==> src/rtl/tree_mul_pkg.sv <==
// Shared constants and helpers for the pipelined carry-save tree multiplier:
// parameter legality bounds and the split of reduction rows across stages.
package tree_mul_pkg;

    localparam int unsigned WIDTH_MIN  = 4;
    localparam int unsigned WIDTH_MAX  = 64;
    localparam int unsigned STAGES_MIN = 1;
    localparam int unsigned STAGES_MAX = 6;

    // WIDTH partial products need WIDTH-2 rows of 3:2 compressors; the first
    // (rows % stages) stages take one extra row.
    function automatic int unsigned rows_per_stage(input int unsigned width,
                                                   input int unsigned stages,
                                                   input int unsigned st);
        int unsigned rows;
        int unsigned base;
        int unsigned rem;
        rows = width - 2;
        base = rows / stages;
        rem  = rows % stages;
        return base + ((st < rem) ? 1 : 0);
    endfunction

    function automatic int unsigned first_row(input int unsigned width,
                                              input int unsigned stages,
                                              input int unsigned st);
        int unsigned acc;
        acc = 0;
        for (int unsigned k = 0; k < st; k++) begin
            acc += rows_per_stage(width, stages, k);
        end
        return acc;
    endfunction

endpackage

==> src/rtl/pipelined_tree_mul_csa_3to2.sv <==
// 3:2 carry-save compressor row: bitwise sum and majority carry shifted left.
module csa_3to2
    import tree_mul_pkg::*;
#(
    parameter int unsigned W = 8
) (
    input  logic [W-1:0] i_x,
    input  logic [W-1:0] i_y,
    input  logic [W-1:0] i_z,
    output logic [W-1:0] o_sum,
    output logic [W-1:0] o_carry
);

    assign o_sum   = i_x ^ i_y ^ i_z;
    assign o_carry = ((i_x & i_y) | (i_x & i_z) | (i_y & i_z)) << 1;

endmodule

==> src/rtl/pipelined_tree_mul.sv <==
// Pipelined carry-save multiplier with valid/ready flow control.
// Define TREE_MUL_SIGNED_SEL_EN to add the per-operation is_signed input.
module pipelined_tree_mul
    import tree_mul_pkg::*;
#(
    parameter int unsigned WIDTH  = 32,
    parameter int unsigned STAGES = 3
) (
    input  logic                 clk,
    input  logic                 rst,
    input  logic [WIDTH-1:0]     a,
    input  logic [WIDTH-1:0]     b,
`ifdef TREE_MUL_SIGNED_SEL_EN
    input  logic                 is_signed,
`endif
    input  logic                 in_valid,
    output logic                 in_ready,
    output logic [2*WIDTH-1:0]   result,
    output logic                 out_valid,
    input  logic                 out_ready
);

    localparam int unsigned PW = 2 * WIDTH;

    if (WIDTH < WIDTH_MIN || WIDTH > WIDTH_MAX ||
        STAGES < STAGES_MIN || STAGES > STAGES_MAX) begin : gen_param_err
        $error("pipelined_tree_mul: WIDTH or STAGES out of range");
    end

    // The MSB row of a signed multiplier carries negative weight: it is
    // inverted here and the +1 enters as carry-in of the final add.
    function automatic logic [PW-1:0] part_prod(input logic [WIDTH-1:0] av,
                                                input logic             bbit,
                                                input logic             sgn,
                                                input int unsigned      sh);
        logic [PW-1:0] a_ext;
        logic [PW-1:0] pp;
        a_ext = {{WIDTH{sgn & av[WIDTH-1]}}, av};
        pp    = bbit ? (a_ext << sh) : '0;
        if (sgn && bbit && (sh == WIDTH - 1)) begin
            pp = ~pp;
        end
        return pp;
    endfunction

    logic              w_sgn_in;
`ifdef TREE_MUL_SIGNED_SEL_EN
    assign w_sgn_in = is_signed;
`else
    assign w_sgn_in = 1'b1;
`endif

    // Per-stage inputs: index 0 comes from the ports, index st+1 from stage st.
    logic [WIDTH-1:0]  w_a   [STAGES];
    logic [WIDTH-1:0]  w_b   [STAGES];
    logic              w_sgn [STAGES];
    logic [PW-1:0]     w_s   [STAGES];
    logic [PW-1:0]     w_c   [STAGES];
    logic [STAGES:0]   w_v;
    logic [STAGES:0]   w_load;
    logic [PW-1:0]     r_result;

    assign w_a[0]   = a;
    assign w_b[0]   = b;
    assign w_sgn[0] = w_sgn_in;
    assign w_s[0]   = part_prod(a, b[0], w_sgn_in, 0);
    assign w_c[0]   = part_prod(a, b[1], w_sgn_in, 1);
    assign w_v[0]   = in_valid;

    assign w_load[STAGES] = out_ready;
    assign in_ready       = w_load[0];
    assign out_valid      = w_v[STAGES];
    assign result         = r_result;

    for (genvar st = 0; st < STAGES; st++) begin : gen_stage
        localparam int unsigned CNT   = rows_per_stage(WIDTH, STAGES, st);
        localparam int unsigned FIRST = first_row(WIDTH, STAGES, st);

        logic [PW-1:0] w_ch_s [CNT+1];
        logic [PW-1:0] w_ch_c [CNT+1];
        logic          r_vld;

        assign w_ch_s[0] = w_s[st];
        assign w_ch_c[0] = w_c[st];

        for (genvar j = 0; j < CNT; j++) begin : gen_row
            localparam int unsigned ROW = FIRST + j;
            logic [PW-1:0] w_pp;
            assign w_pp = part_prod(w_a[st], w_b[st][ROW+2], w_sgn[st], ROW + 2);
            csa_3to2 #(.W(PW)) u_csa (
                .i_x     (w_ch_s[j]),
                .i_y     (w_ch_c[j]),
                .i_z     (w_pp),
                .o_sum   (w_ch_s[j+1]),
                .o_carry (w_ch_c[j+1])
            );
        end

        // A stage may load when empty or when its contents move on this cycle.
        assign w_load[st] = !r_vld || w_load[st+1];
        assign w_v[st+1]  = r_vld;

        always_ff @(posedge clk or posedge rst) begin
            if (rst) begin
                r_vld <= 1'b0;
            end else if (w_load[st]) begin
                r_vld <= w_v[st];
            end
        end

        if (st < STAGES - 1) begin : gen_mid
            logic [WIDTH-1:0] r_a;
            logic [WIDTH-1:0] r_b;
            logic             r_sgn;
            logic [PW-1:0]    r_s;
            logic [PW-1:0]    r_c;

            always_ff @(posedge clk or posedge rst) begin
                if (rst) begin
                    r_a   <= '0;
                    r_b   <= '0;
                    r_sgn <= 1'b0;
                    r_s   <= '0;
                    r_c   <= '0;
                end else if (w_load[st] && w_v[st]) begin
                    r_a   <= w_a[st];
                    r_b   <= w_b[st];
                    r_sgn <= w_sgn[st];
                    r_s   <= w_ch_s[CNT];
                    r_c   <= w_ch_c[CNT];
                end
            end

            assign w_a[st+1]   = r_a;
            assign w_b[st+1]   = r_b;
            assign w_sgn[st+1] = r_sgn;
            assign w_s[st+1]   = r_s;
            assign w_c[st+1]   = r_c;
        end else begin : gen_last
            logic          w_cin;
            logic [PW-1:0] w_sum;

            assign w_cin = w_sgn[st] & w_b[st][WIDTH-1];
            assign w_sum = w_ch_s[CNT] + w_ch_c[CNT] + PW'(w_cin);

            always_ff @(posedge clk or posedge rst) begin
                if (rst) begin
                    r_result <= '0;
                end else if (w_load[st] && w_v[st]) begin
                    r_result <= w_sum;
                end
            end
        end
    end

endmodule
==> config.mk <==
export PLATFORM = sky130hd
export DESIGN_NAME = pipelined_tree_mul
export DESIGN_NICKNAME = d
export VERILOG_FILES = /design/src/rtl/tree_mul_pkg.sv /design/src/rtl/pipelined_tree_mul_csa_3to2.sv /design/src/rtl/pipelined_tree_mul.sv
export SDC_FILE = /design/constraint.sdc
export NUM_CORES = 2
export LEC_CHECK = 0
export CAP_MARGIN = 20
export CELL_PAD_IN_SITES_DETAIL_PLACEMENT = 1
export CELL_PAD_IN_SITES_GLOBAL_PLACEMENT = 2
export CORE_AREA = 2 2 358 360
export CTS_CLUSTER_SIZE = 28
export DETAILED_ROUTE_END_ITERATION = 10
export DIE_AREA = 0 0 360 362
export PLACE_DENSITY = 0.95
export SLEW_MARGIN = 20
export SYNTH_ARGS = -nofsm -noshare
export SYNTH_HDL_FRONTEND = slang
export SYNTH_HIERARCHICAL = 1
export SYNTH_SLANG_ARGS = --single-unit
==> constraint.sdc <==
create_clock -name clk -period 37.4 [get_ports clk]
set_clock_uncertainty 0.15 [all_clocks]
set_input_delay 7.48 -clock clk [delete_from_list [all_inputs] [get_ports clk]]
set_output_delay 7.48 -clock clk [all_outputs]
set_load 0.02 [all_outputs]
# Word-level counts from Yosys, hierarchy flattened
# Cells that the tools add are included.
[classes]
n_reduce_logical = 10
eq_ne = 0
shift = 0
n_mux = 33
bitwise_logic = 214
magnitude_cmp = 0
n_addsub = 2
n_div = 0
mul = 0
[op_table]
columns = ["op", "n"]
rows = [
  ["bitwise AND 63 bit", 90],
  ["XOR 64 bit", 60],
  ["OR 63 bit", 60],
  ["2-to-1 mux 64 bit", 33],
  ["adder 64 x 1 -> 64 bit", 1],
  ["adder 64 bit", 1],
  ["NOT 64 bit", 1],
  ["logical AND 1 bit", 4],
  ["bitwise AND 1 bit", 3],
  ["zero test 1 bit", 3],
  ["logical OR 1 bit", 3],
]
[word_totals]
ramBits = 0
word_cells = 273
output_inout_bits = 66
rom_bits = 0
mem_count = 0
latchBits = 0
ff_bits = 451
in_bits = 68

# Depth between registers and ports, before layout
[depth]
depth_word = 34
mapped_depth = 24
mapped_depth_nobuf = 24

# By module
# The synthesis kept the hierarchy.
[by_module_without_submodules]
columns = ["mod", "cells_per_inst", "instances", "area_each_um2", "seq_area_each_um2"]
rows = [
  ["csa_3to2", 66, 30, 1296.2, 0.0],
  ["pipelined_tree_mul", 2809, 1, 26619.3, 10485.1],
]

# Least setup slack after synthesis
# No wires, ideal clock.
[synth_path]
path_kind = "input-to-output"
startpoint = "input port out_ready"
endpoint = "output port in_ready"
cell_stages = 2
path_slack_ns = 21.934
arrival_time_ns = 7.836
path_buffers = 0
required_time_ns = 29.770
cell_sequence = "nor2b_1 > nand3_1"
[synth_via]
elab_chain_len = 3
[synth_rtl]
columns = ["element", "line", "text"]
rows = [
  ["start: declaration", "pipelined_tree_mul.sv:20", "input logic out_ready"],
  ["logical OR 1 bit (3 in a row)", "pipelined_tree_mul.sv:100", "assign w_load[st] = !r_vld || w_load[st+1];"],
  ["end: declaration", "pipelined_tree_mul.sv:17", "output logic in_ready,"],
]
# Every way passes these cells.

# Worst setup path after layout
# Same ends and word-level chain as after synthesis.

==> run_results.csv <==
group,metric,value,unit
synth,syn_inst,4789,
sta,finalSetupViolCount,0,
routing,num_vias,36459,
sta,drv_slew,0,
clocking,path_clk_slew,0.06,ns
synth,synth-seq-cells,419,
clocking,cts_buffers,49,
synth,netlist_top_cells_area,"fa_1 58%, dfrtp_1 16%, and2_1 9.8%",
layout,area_growth,8.76,%
grt,antenna_found_initial,2,
routing,drt_wl_total,144,mm
routing,ant_nets,0,
sta,post-route-period-util,0.443,
critical_path,cp-end-kind,"primary output",
synth,yosysMostFrequentCell,"fa_1",
grt,grt_start_max_net_pins,124,
synth,synth.top_cell.area_share,0.578,
layout,fin_nets,7182,
clocking,post_cts_resized,0,
synth,syn-cell-area,0.0655,mm^2
floorplan,dieArea,0.130,mm^2
floorplan,coreArea,0.127,mm^2
clocking,cts-root-buf,"clkbuf_16",
clocking,hold_buffers,0,
sta,setup_tns,0,ns
floorplan,die_h,362,um
synth,synth_edf_count,0,
sta,max_slew.worst_pin.slew,1.10,ns
hold_path,hp-class,"reg -> reg",
floorplan,ios,134,
sta,max_slew_margin,0.262,
layout,nFillCells,12367,
outcome,status,"finished clean",
placed_design,place_congestion,0.804,
grt,grt_overflow,0,
sta,rsz0062_at_grt,"false",
clocking,postCtsSetupBuffers,0,
job,maxCapViolCount,0,
routing,drt_iter0_drc,1363,
critical_path,worstPathRequired,29.77,ns
clocking,numClockSinks,419,
clocking,cts_tree,"yes",
floorplan,fp.dieW,360,um
grt,grt_pass1_vias,47361,
routing,drc,0,
placed_design,io_buffer_count,133,
routing,via_per_inst,5.31,
clocking,htree_num_levels,2,
floorplan,initial_core_util,0.517,
clocking,cts.path.max_buffers,3,
synth,syn_avg_cell_area,13.7,um^2
floorplan,fp-row-count,131,
synth,yosysTopAreaCell,"fa_1",
grt,grt_first_pass_wirelength,243,mm
routing,drtPass1Iterations,5,
routing,wl_per_cell,21.0,um
synth,seq_area_frac_synth,0.160,
synth,async_flop_share,1.00,
critical_path,path_max_fanout,3,
critical_path,worstPathArrival,8.92,ns
clocking,clk_latency,0.64,ns
grt,grt_use_total,0.236,
critical_path,crit_type,"in -> out",
synth,yosys_warnings,6,
sta,period_needed,16.55,ns
synth,synth_cell_types,55,
synth,synth_common_cells,"1892 x fa_1, 1030 x and2_1, 419 x dfrtp_1, 351 x mux2_2, 269 x clkbuf_1",
layout,drive_gt1_frac,0.0954,
critical_path,worst_setup_path_start_kind,"input pin",
placed_design,dp_hpwl,120,mm
sta,fmax,60.4,MHz
sta,finalHoldViolCount,0,
synth,synthFlopType,"dfrtp_1",
final cells by class:
cell class                 count  area, um^2  share of cell area
clock buffer                  70        1410              0.0197
multi-input combinational   4511       55500               0.779
timing repair buffer         157        1490              0.0209
tap                         1662        2080              0.0292
clock inverter                20         195             0.00274
inverter                      22        90.1             0.00126
antenna                        3        7.51            0.000105
sequential                   419       10500               0.147
worst max-delay path, cell delays in order:
cell and delay, ns:
clkdlybuf4s50_1 0.43, nor2b_1 0.17, nand3_1 0.22, clkdlybuf4s50_1 0.62
cells by family (layout without fill, tap and decap cells):
family / Yosys count / in the layout / share of synthesized area
flip-flops: 419 / 419 / 0.160
AND/OR/NAND/NOR: 1307 / 1307 / 0.118
XOR/XNOR: 117 / 117 / 0.0225
other: 31 / 498 / 0.00178
multiplexers: 351 / 351 / 0.0603
buffers and inverters: 323 / 269 / 0.0202
adder cells (fa/ha/maj): 1954 / 1954 / 0.590
AO/OA/AOI/OAI: 287 / 287 / 0.0273
routing by layer:
| metal | global-route usage | wire length (um) |
|---|---|---|
| met5 | 0 | 13 |
| met2 | 0.482 | 88300 |
| met1 | 0.253 | 49100 |
| met4 | 0.0712 | 4070 |
| met3 | 0.0220 | 2600 |
flip-flops by register name, indices dropped and copies added (netlist names):
name,count
gen_stage.r_vld,2
gen_stage.gen_mid.r_c,128
gen_stage.gen_mid.r_s,128
gen_stage.gen_mid.r_sgn,2
result,64
gen_stage.gen_mid.r_b,30
out_valid,1
gen_stage.gen_mid.r_a,64
cell usage in the layout, fill, tap and decap left out, types with 15 or more instances in the layout:
master / count
nand2b_1: 15
ha_1: 62
xor2_1: 53
o21bai_1: 16
and2_1: 1026
nor2_1: 34
xor3_1: 30
nor3_1: 17
clkdlybuf4s50_1: 123
nand4_1: 17
buf_4: 20
a21o_1: 26
inv_1: 21
nand3_1: 17
mux2_2: 351
clkbuf_16: 49
o21ai_0: 89
nand2_1: 132
conb_1: 495
and3_1: 21
fa_1: 1892
dfrtp_1: 408
xnor2_1: 34
a21oi_1: 77
metrics by stage:
step / area [um^2] / hold WS [ns] / cells / worst slack [ns] / util
2_1_floorplan: 67200 / 0.301 / 5253 / 18.11 / -
3_3_place_gp: 69600 / 0.315 / 6768 / 20.91 / 0.549
3_5_place_dp: 69600 / 0.313 / 6768 / 20.85 / 0.549
4_1_cts: 71200 / 0.327 / 6858 / 20.85 / 0.562
5_1_grt: 71200 / 0.368 / 6862 / 20.81 / 0.562
6_report: 71200 / 0.323 / 6864 / 20.85 / 0.562
final timing paths:
path | start | endpoint | slack, ns | cells past startpoint
setup / recovery | out_ready | in_ready | 20.85 | 4
hold / removal | result[30]$_DFFE_PP0P_ | result[30]$_DFFE_PP0P_ | 0.32 | 2
setup reg to reg | gen_stage[1].gen_mid.r_b[22]$_DFFE_PP0P_ | result[53]$_DFFE_PP0P_ | 27.66 | 21
hold reg to reg | result[30]$_DFFE_PP0P_ | result[30]$_DFFE_PP0P_ | 0.32 | 2
max in group asynchronous | rst | gen_stage[0].gen_mid.r_c[63]$_DFFE_PP0P_ | 26.57 | 5
min in group asynchronous | rst | result[47]$_DFFE_PP0P_ | 7.31 | 2
Power is left out: the tool's default activity adds up to more than one toggle a clock period on the data nets, which glitch-free logic cannot reach.
